===== src/rtl/modmul_pipe.sv =====
// Pipelined Fermat-modulus multiplier s = a*b mod (2^(LOGQ-1)+1). MODMUL_TAG_EN adds an in_tag/out_tag sideband.
// Latency is 3 cycles and throughput is one result per cycle.
// Backpressure: stages collapse bubbles, and in_ready falls only when S1..S3 are full and out_ready is low.
module modmul_pipe #(
  parameter int LOGQ = 17
`ifdef MODMUL_TAG_EN
  ,
  parameter int TAGW = 4
`endif
) (
  input  logic            clk,
  input  logic            rst_n,
  input  logic            in_valid,
  output logic            in_ready,
  input  logic [LOGQ-1:0] in_a,
  input  logic [LOGQ-1:0] in_b,
`ifdef MODMUL_TAG_EN
  input  logic [TAGW-1:0] in_tag,
  output logic [TAGW-1:0] out_tag,
`endif
  output logic            out_valid,
  input  logic            out_ready,
  output logic [LOGQ-1:0] out_s
);

  localparam int K = LOGQ - 1;
  localparam logic [LOGQ-1:0] Q = {1'b1, {(K-1){1'b0}}, 1'b1};

  logic              v1, v2, v3;
  logic              ld1, ld2, ld3;
  logic [LOGQ-1:0]   a1, b1;
  logic [2*LOGQ-1:0] p2;
  logic [LOGQ-1:0]   s3;

  logic [2*LOGQ-1:0] prod;
  logic [K-1:0]      lo;
  logic [K:0]        hi;
  logic [K+1:0]      d;
  logic [LOGQ-1:0]   red;
  logic              p2_top_unused;

  assign ld3      = ~v3 | out_ready;
  assign ld2      = ~v2 | ld3;
  assign ld1      = ~v1 | ld2;
  assign in_ready = ld1;

  assign out_valid = v3;
  assign out_s     = s3;

  assign prod = {{LOGQ{1'b0}}, a1} * {{LOGQ{1'b0}}, b1};

  // 2^K == -1 (mod Q): p = H*2^K + L reduces to L - H, then at most one +Q.
  assign lo  = p2[K-1:0];
  assign hi  = p2[2*K:K];
  assign d   = {2'b00, lo} - {1'b0, hi};
  assign red = d[K+1] ? (d[K:0] + Q) : d[K:0];

  // The top product bit is nonzero only for out-of-range operands.
  assign p2_top_unused = p2[2*LOGQ-1];

  always_ff @(posedge clk or negedge rst_n) begin
    if (!rst_n) begin
      v1 <= 1'b0;
      v2 <= 1'b0;
      v3 <= 1'b0;
      a1 <= '0;
      b1 <= '0;
      p2 <= '0;
      s3 <= '0;
    end else begin
      if (ld1) begin
        v1 <= in_valid;
        if (in_valid) begin
          a1 <= in_a;
          b1 <= in_b;
        end
      end
      if (ld2) begin
        v2 <= v1;
        if (v1) p2 <= prod;
      end
      if (ld3) begin
        v3 <= v2;
        if (v2) s3 <= red;
      end
    end
  end

`ifdef MODMUL_TAG_EN
  logic [TAGW-1:0] t1, t2, t3;

  assign out_tag = t3;

  always_ff @(posedge clk or negedge rst_n) begin
    if (!rst_n) begin
      t1 <= '0;
      t2 <= '0;
      t3 <= '0;
    end else begin
      if (ld1 && in_valid) t1 <= in_tag;
      if (ld2 && v1)       t2 <= t1;
      if (ld3 && v2)       t3 <= t2;
    end
  end
`endif

endmodule


===== config.mk =====
export PLATFORM = sky130hd
export DESIGN_NAME = modmul_pipe
export DESIGN_NICKNAME = d
export VERILOG_FILES = /design/src/rtl/modmul_pipe.sv
export SDC_FILE = /design/constraint.sdc
export NUM_CORES = 1
export LEC_CHECK = 0
export CAP_MARGIN = 10
export CORE_MARGIN = 3
export CORE_UTILIZATION = 35
export CTS_BUF_LIST = sky130_fd_sc_hd__clkbuf_4
export DETAILED_ROUTE_END_ITERATION = 10
export PLACE_DENSITY = 0.49
export SKIP_CTS_REPAIR_TIMING = 1
export SYNTH_ARGS = -nofsm -noshare
export SYNTH_HDL_FRONTEND = slang
export SYNTH_SLANG_ARGS = --single-unit

===== constraint.sdc =====
create_clock -name clk -period 12.65 [get_ports clk]
set_clock_uncertainty 0.15 [all_clocks]
set_input_delay 3.1625 -clock clk [delete_from_list [all_inputs] [get_ports clk]]
set_output_delay 3.1625 -clock clk [all_outputs]
set_load 0.01 [all_outputs]

### After elaboration in Yosys (flattened, before gate mapping)

Cells that the tools add are included.

* output and inout port bits: 19
* word-level logic and storage cells: 20
* register bits: 87
* input port bits: 38

* multipliers: 1
* bitwise logic cells: 6
* add/sub/neg operators: 2
* muxes and demuxes: 1
* reduce and logical (&&, ||, !) cells: 3

Operators by type and width (count)
* $mul A17 B17 Y33: 1
* $sub A16 B17 Y18: 1
* $add A17 B17 Y17 const B: 1
* $mux W17: 1
* $reduce_and A2 Y1: 3
* $not A1 Y1: 3
* $or A1 B1 Y1: 3

### Logic depth before layout (Yosys ltp)

Gate-level depths: netlist of the first run.

* depth after elaboration: 5
* mapped depth: 24
* gate-level depth less buffers: 23

### Worst setup path before layout of the first run

No wires, ideal clock.

* path kind: input port to output port
* start: input port out_ready
* end: output port in_ready
* buffers on the path: 0
* data required time: 9337 ps
* data arrival time: 3449 ps
* path slack: 5889 ps
* stages: 2
* cell sequence: nor2b_1 -> nand3_1

* cells in the longest elaborated chain, start to end: 3

RTL lines
* from (decl): RTL line 22 `input logic out_ready,`
* $or A1 B1 Y1: RTL line 42 `assign ld3 = ~v3 | out_ready;`
* $or A1 B1 Y1: RTL line 43 `assign ld2 = ~v2 | ld3;`
* $or A1 B1 Y1: RTL line 44 `assign ld1 = ~v1 | ld2;`
* to (decl): RTL line 14 `output logic in_ready,`

No other way between the ends.

### Worst setup path in the final report of the first run

Same ends and word-level chain as after synthesis.

==> flow_summary.ini, run 1 <==
[floorplanning]
pin_count = 57
rows = 72
die_x_um = 205
die_y_um = 205
dieArea_um2 = 41900
coreArea_um2 = 38800
start_util_pct = 35.6

[timing]
fin_crit_sh_pct = 60.9
setup_viol = 0
tightest_slew_ps = 1070
rsz0062_at_grt = no
slew_headroom_pct = 28.6
hold_slack_ps = 347
setup-tns-final_ps = 0
hold_viol = 0
drv_slew = 0
period_needed_ps = 7710
max_freq_ghz = 0.130

[logic_synthesis]
synth_top_area_share_pct = 32.4
synth_warnings = 0
synthTopCellsByArea = fa_1 32%, dfrtp_1 16%, ha_1 11%, inv_1 8.4%, nand2_1 7.0%
yosysSeqAreaShare_pct = 15.7
synth.cell_area_um2 = 13800
synth_cell_type_count = 61
synth-seq-cells = 87
syn_nets = 1923
synth_cells = 1540
synth_edf_count = 0
ys.flop_type = dfrtp_1
synth_async_sr_flop_share_pct = 100
avgSynthCellArea_um2 = 8.98
synth_top_cell_by_area = fa_1

[worst_setup_path]
worstRegToRegCells = 20
r2r_end = p2[28]$_DFFE_PN0P_
path_max_fanout = 3
crit_path_end_kind = output pin
start_kind = input port
startpoint = out_ready
regToRegStartpoint = b1[8]$_DFFE_PN0P_
crit_arrival_ps = 4390
required_ps = 9340
critPathKind = input port to output pin
rrSetupSlack_ps = 5800
crit_end = in_ready

[drt]
viasPerCell = 4.89
ant_nets = 0
drtIter0Drc = 415
postRouteWirelength_mm = 34.1
vias = 10100
post_drt_wl_per_cell_um = 16.4
first_pass_iters = 4
route.detailed.drc = 0

[placed_design]
io_buffer_count = 56
dpl.hpwl_mm = 27.3
gp_congestion = 0.801

[clock_network]
cts_buffers = 9
path_clk_slew_ps = 150
cts.sinks = 87
clockBufferDepth = 2
tritoncts = done
clockRootBuffer = clkbuf_4
h-tree-depth = 3
insertion_delay_ps = 550

[global_routing]
grt_pass1_vias = 10800
grt_usage_pct = 17.3
gr-total-overflow = 0
antenna_found_initial = 1
grt_max_degree = 63
grt_pass1_wl_mm = 57.3

[final_layout]
drive_gt1_share_pct = 4.57
finalNetCount = 1933
synthToLayoutAreaGrowth_pct = 8.37

[run_status]
status = finished clean

[worst_hold_path]
hold_class = flop to flop
hold_path_startpoint = p2[21]$_DFFE_PN0P_

[job]
drv_cap = 0
==> worst max-delay path, stage by stage <==
cell             delay (ps)
clkdlybuf4s50_1         410
nor2b_1                 160
nand3_1                 160
clkdlybuf4s50_1         510
==> worst min-delay path by stage <==
stage	end	slack [ps]	cells past startpoint
CTS	p2[21]$_DFFE_PN0P_	360	2
floorplan	p2[17]$_DFFE_PN0P_	300	2
global route	out_s[2]$_DFFE_PN0P_	390	2
global placement	p2[21]$_DFFE_PN0P_	320	2
finish	p2[21]$_DFFE_PN0P_	350	2
detailed placement	p2[21]$_DFFE_PN0P_	320	2
==> state kept, by name (all words and copies together) (netlist names) <==
register,count
a1,17
out_s,17
b1,17
p2,33
out_valid,1
v2,1
v1,1
==> per-layer routing <==
metal  GRT usage, %  vias to the layer above  share of wire, %
met5              0                        -                 0
met4           4.47                        0               1.6
met3           1.78                       34               3.3
met2           29.0                      156                48
met1           23.8                     5196                47
li1               -                     4754                 -
==> stage by stage <==
step	cells	cell area (um2)	setup slack (ps)	utilization, %
CTS	2073	15000	4930	38.6
global placement	2057	14800	4930	38.2
finish	2074	15000	4940	38.6
global route	2074	15000	4870	38.6
detailed placement	2057	14800	4940	38.2
floorplan	1540	13800	5890	-
==> cell families (layout without fill, tap and decap cells) <==
logic type	count (synthesis)	in the layout	synth area share, %
XOR/XNOR	53	53	3.36
buffers and inverters	372	387	10.1
adder cells (fa/ha/maj)	345	345	43.4
flip-flops	87	87	15.7
multiplexers	36	36	2.92
AO/OA/AOI/OAI	163	163	7.51
AND/OR/NAND/NOR	484	484	17.0
other	0	1	0
==> synthesized netlist by cell type, drive strengths merged, types with 3 or more instances <==
cell type	number
a211oi	3
a21o	15
a21oi	42
a221oi	3
and2	125
and3	4
clkbuf	61
dfrtp	87
fa	224
ha	121
inv	311
mux2	35
nand2	259
nand2b	13
nand3	14
nand4	8
nor2	22
nor2b	6
nor3	13
nor3b	4
nor4	3
o211ai	3
o21a	3
o21ai	59
o21bai	7
o311a	3
o31ai	6
or3	3
xnor2	36
xor2	17
==> area by class of cell <==
| class | count | area (um2) |
|---|---|---|
| antenna | 1 | 2.50 |
| clock buffer | 10 | 75.1 |
| clock inverter | 6 | 68.8 |
| fill | 3976 | 23800 |
| inverter | 311 | 1170 |
| multi-input combinational | 1081 | 10300 |
| sequential | 87 | 2180 |
| tap | 518 | 648 |
| timing repair buffer | 60 | 588 |
==> cells in the final DEF, fill, tap and decap left out, drive strengths merged, types with 3 or more instances in the layout <==
cell type	count
nor2b	6
nor3	13
clkbuf	10
dfrtp	87
buf	5
nand2b	13
and3	4
xnor2	36
o21ai	59
a221oi	3
and2	125
ha	121
nor2	22
nand2	259
o21bai	7
clkdlybuf4s50	55
nand4	8
o211ai	3
o311a	3
fa	224
or3	3
xor2	17
mux2	35
o21a	3
a21o	15
inv	313
clkinv	3
o31ai	6
nor4	3
a21oi	42
nand3	14
a211oi	3
nor3b	4
Power of run 1 is not shown: default switching activity piles up to over one toggle a cycle in this logic, so the estimate is an artifact.
==> run 2: changes to the inputs <==
- clock period: 12.65 -> 7.4 ns (I/O delays scaled with it)
==> run 2 against run 1 <==
Utilization increased by 0.24 points. Sequential share of layout area decreased by 0.090 points. Die area unchanged. Critical path type is now flop to flop. Critical path depth increased by 16. Final area increased by 0.63%.
==> flow_summary.ini, run 2 (synthesis results as in run 1) <==
[floorplanning]
pin_count = 57
coreArea_um2 = 38800
die_x_um = 205
start_util_pct = 35.6
dieArea_um2 = 41900
die_y_um = 205
rows = 72

[final_layout]
finalNetCount = 1945
mostFrequentLayoutCells = 311 x inv_1, 257 x nand2_1, 224 x fa_1, 125 x and2_1, 121 x ha_1
regMostFlops = p2
final_common_cell = inv_1
synthToLayoutAreaGrowth_pct = 9.05
drive_gt1_share_pct = 5.23
largest_register_ff_count = 33

[clock_network]
path_clk_slew_ps = 180
insertion_delay_ps = 550
tritoncts = done
cts.sinks = 87
clockBufferDepth = 2
clockRootBuffer = clkbuf_4
h-tree-depth = 3
cts_buffers = 9

[worst_hold_path]
hold_class = flop to flop

[worst_setup_path]
rrSetupSlack_ps = 920
critical_path_buf_inv_count = 5
regToRegStartpoint = a1[6]$_DFFE_PN0P_
critPathKind = flop to flop
r2r_end = p2[28]$_DFFE_PN0P_
start_kind = flop
crit_arrival_ps = 6830
required_ps = 7760
crit_path_end_kind = flop
path_common_cell = fa_1
path_max_fanout = 18
max_stage_delay_ps = 770
crit_end = p2[28]$_DFFE_PN0P_
slowest_stage = dfrtp_1
crit_family = adder cells
startpoint = a1[6]$_DFFE_PN0P_
worstRegToRegCells = 20
cp.depth = 20
cp_cell_sequence = nand2_1 -> fa_1 -> inv_1 -> fa_1 -> inv_1 -> fa_1 -> inv_1 -> fa_1 -> fa_1 -> inv_1 -> fa_1 -> inv_1 -> ha_1 -> a21o_1 -> a21o_1 -> a21o_1 -> a221oi_1 -> a21oi_1 -> or3_1 -> nand3_1

[global_routing]
grt_max_degree = 63
antenna_found_initial = 2
grt_pass1_wl_mm = 58.3
gr-total-overflow = 0
grt_pass1_vias = 11000
grt_usage_pct = 17.9

[drt]
postRouteWirelength_mm = 35.7
viasPerCell = 4.87
vias = 10200
first_pass_iters = 5
ant_nets = 0
route.detailed.drc = 0
post_drt_wl_per_cell_um = 17.1
drtIter0Drc = 310

[placed_design]
dpl.hpwl_mm = 29.3
io_buffer_count = 56
gp_congestion = 0.835

[timing]
rsz0062_at_grt = no
hold_viol = 0
fin_crit_sh_pct = 87.5
setup_viol = 0
setup-tns-final_ps = 0
drv_slew = 0
max_freq_ghz = 0.154
period_needed_ps = 6480
tightest_slew_ps = 1070
slew_headroom_pct = 28.8

[run_status]
status = finished clean

[job]
drv_cap = 0
-- run 2: area by class of cell --
| class | instances | area, um2 |
|---|---|---|
| Fill cell | 3957 | 23700 |
| Multi-Input combinational cell | 1081 | 10300 |
| Sequential cell | 87 | 2180 |
| Inverter | 311 | 1170 |
| Timing Repair Buffer | 72 | 678 |
| Tap cell | 518 | 648 |
| Clock inverter | 7 | 77.6 |
| Clock buffer | 9 | 67.6 |
| Antenna cell | 2 | 5.00 |
-- run 2: worst reg2reg max path, stage by stage (launching register included) --
cell	delay [ps]
dfrtp_1	770
nand2_1	170
fa_1	530
inv_1	50
fa_1	500
inv_1	50
fa_1	520
inv_1	50
fa_1	460
fa_1	510
inv_1	50
fa_1	480
inv_1	40
ha_1	320
a21o_1	190
a21o_1	170
a21o_1	200
a221oi_1	420
a21oi_1	280
or3_1	430
nand3_1	80
-- run 2: worst min-delay path by stage --
stage / startpoint / cells past startpoint / to / slack (ps)
2_1_floorplan: p2[17]$_DFFE_PN0P_ / 2 / p2[17]$_DFFE_PN0P_ / 300
3_3_place_gp: p2[23]$_DFFE_PN0P_ / 2 / p2[23]$_DFFE_PN0P_ / 320
3_5_place_dp: out_s[0]$_DFFE_PN0P_ / 2 / out_s[0]$_DFFE_PN0P_ / 320
4_1_cts: out_s[3]$_DFFE_PN0P_ / 2 / out_s[3]$_DFFE_PN0P_ / 360
5_1_grt: p2[31]$_DFFE_PN0P_ / 2 / p2[31]$_DFFE_PN0P_ / 390
6_report: out_s[0]$_DFFE_PN0P_ / 2 / out_s[0]$_DFFE_PN0P_ / 350
-- run 2: metrics by stage --
stage                     instance area, um2  instances  setup slack (ps)  hold slack [ps]  util [%]
final                                  15100       2087               924              347      38.9
after global routing                   15100       2087               473              387      38.9
after detailed placement               14900       2069               920              321      38.5
after floorplan                        13800       1540              1260              300         -
after global placement                 14900       2069               969              316      38.5
after CTS                              15100       2085               875              356      38.8
-- run 2: per-layer routing --
layer / GRT usage (%) / routed length [um] / share of wire, % / vias to the layer above
met5: 0 / 0 / 0 / -
met4: 7.45 / 1290 / 3.6 / 0
met3: 2.22 / 1150 / 3.2 / 60
met2: 30.8 / 18000 / 50 / 149
met1: 22.7 / 15300 / 43 / 5193
li1: - / - / - / 4761
Power of run 2 is left out for the same reason.
==> run 3: changes to the inputs <==
--- a/config.mk
+++ b/config.mk
@@ -13,4 +13,5 @@
 export PLACE_DENSITY = 0.49
 export SKIP_CTS_REPAIR_TIMING = 1
+export SLEW_MARGIN = 20
 export SYNTH_ARGS = -nofsm -noshare
 export SYNTH_HDL_FRONTEND = slang
==> constraint.sdc (replaced) <==
create_clock -name clk -period 7.4 [get_ports clk]
set_clock_uncertainty 0.15 [all_clocks]
set_input_delay 1.11 -clock clk [delete_from_list [all_inputs] [get_ports clk]]
set_output_delay 1.11 -clock clk [all_outputs]
set_load 0.01 [all_outputs]
==> results of run 3 <==
Same layout as run 2 (identical final DEF). Status: finished clean.
Power of run 3 is left out for the same reason.
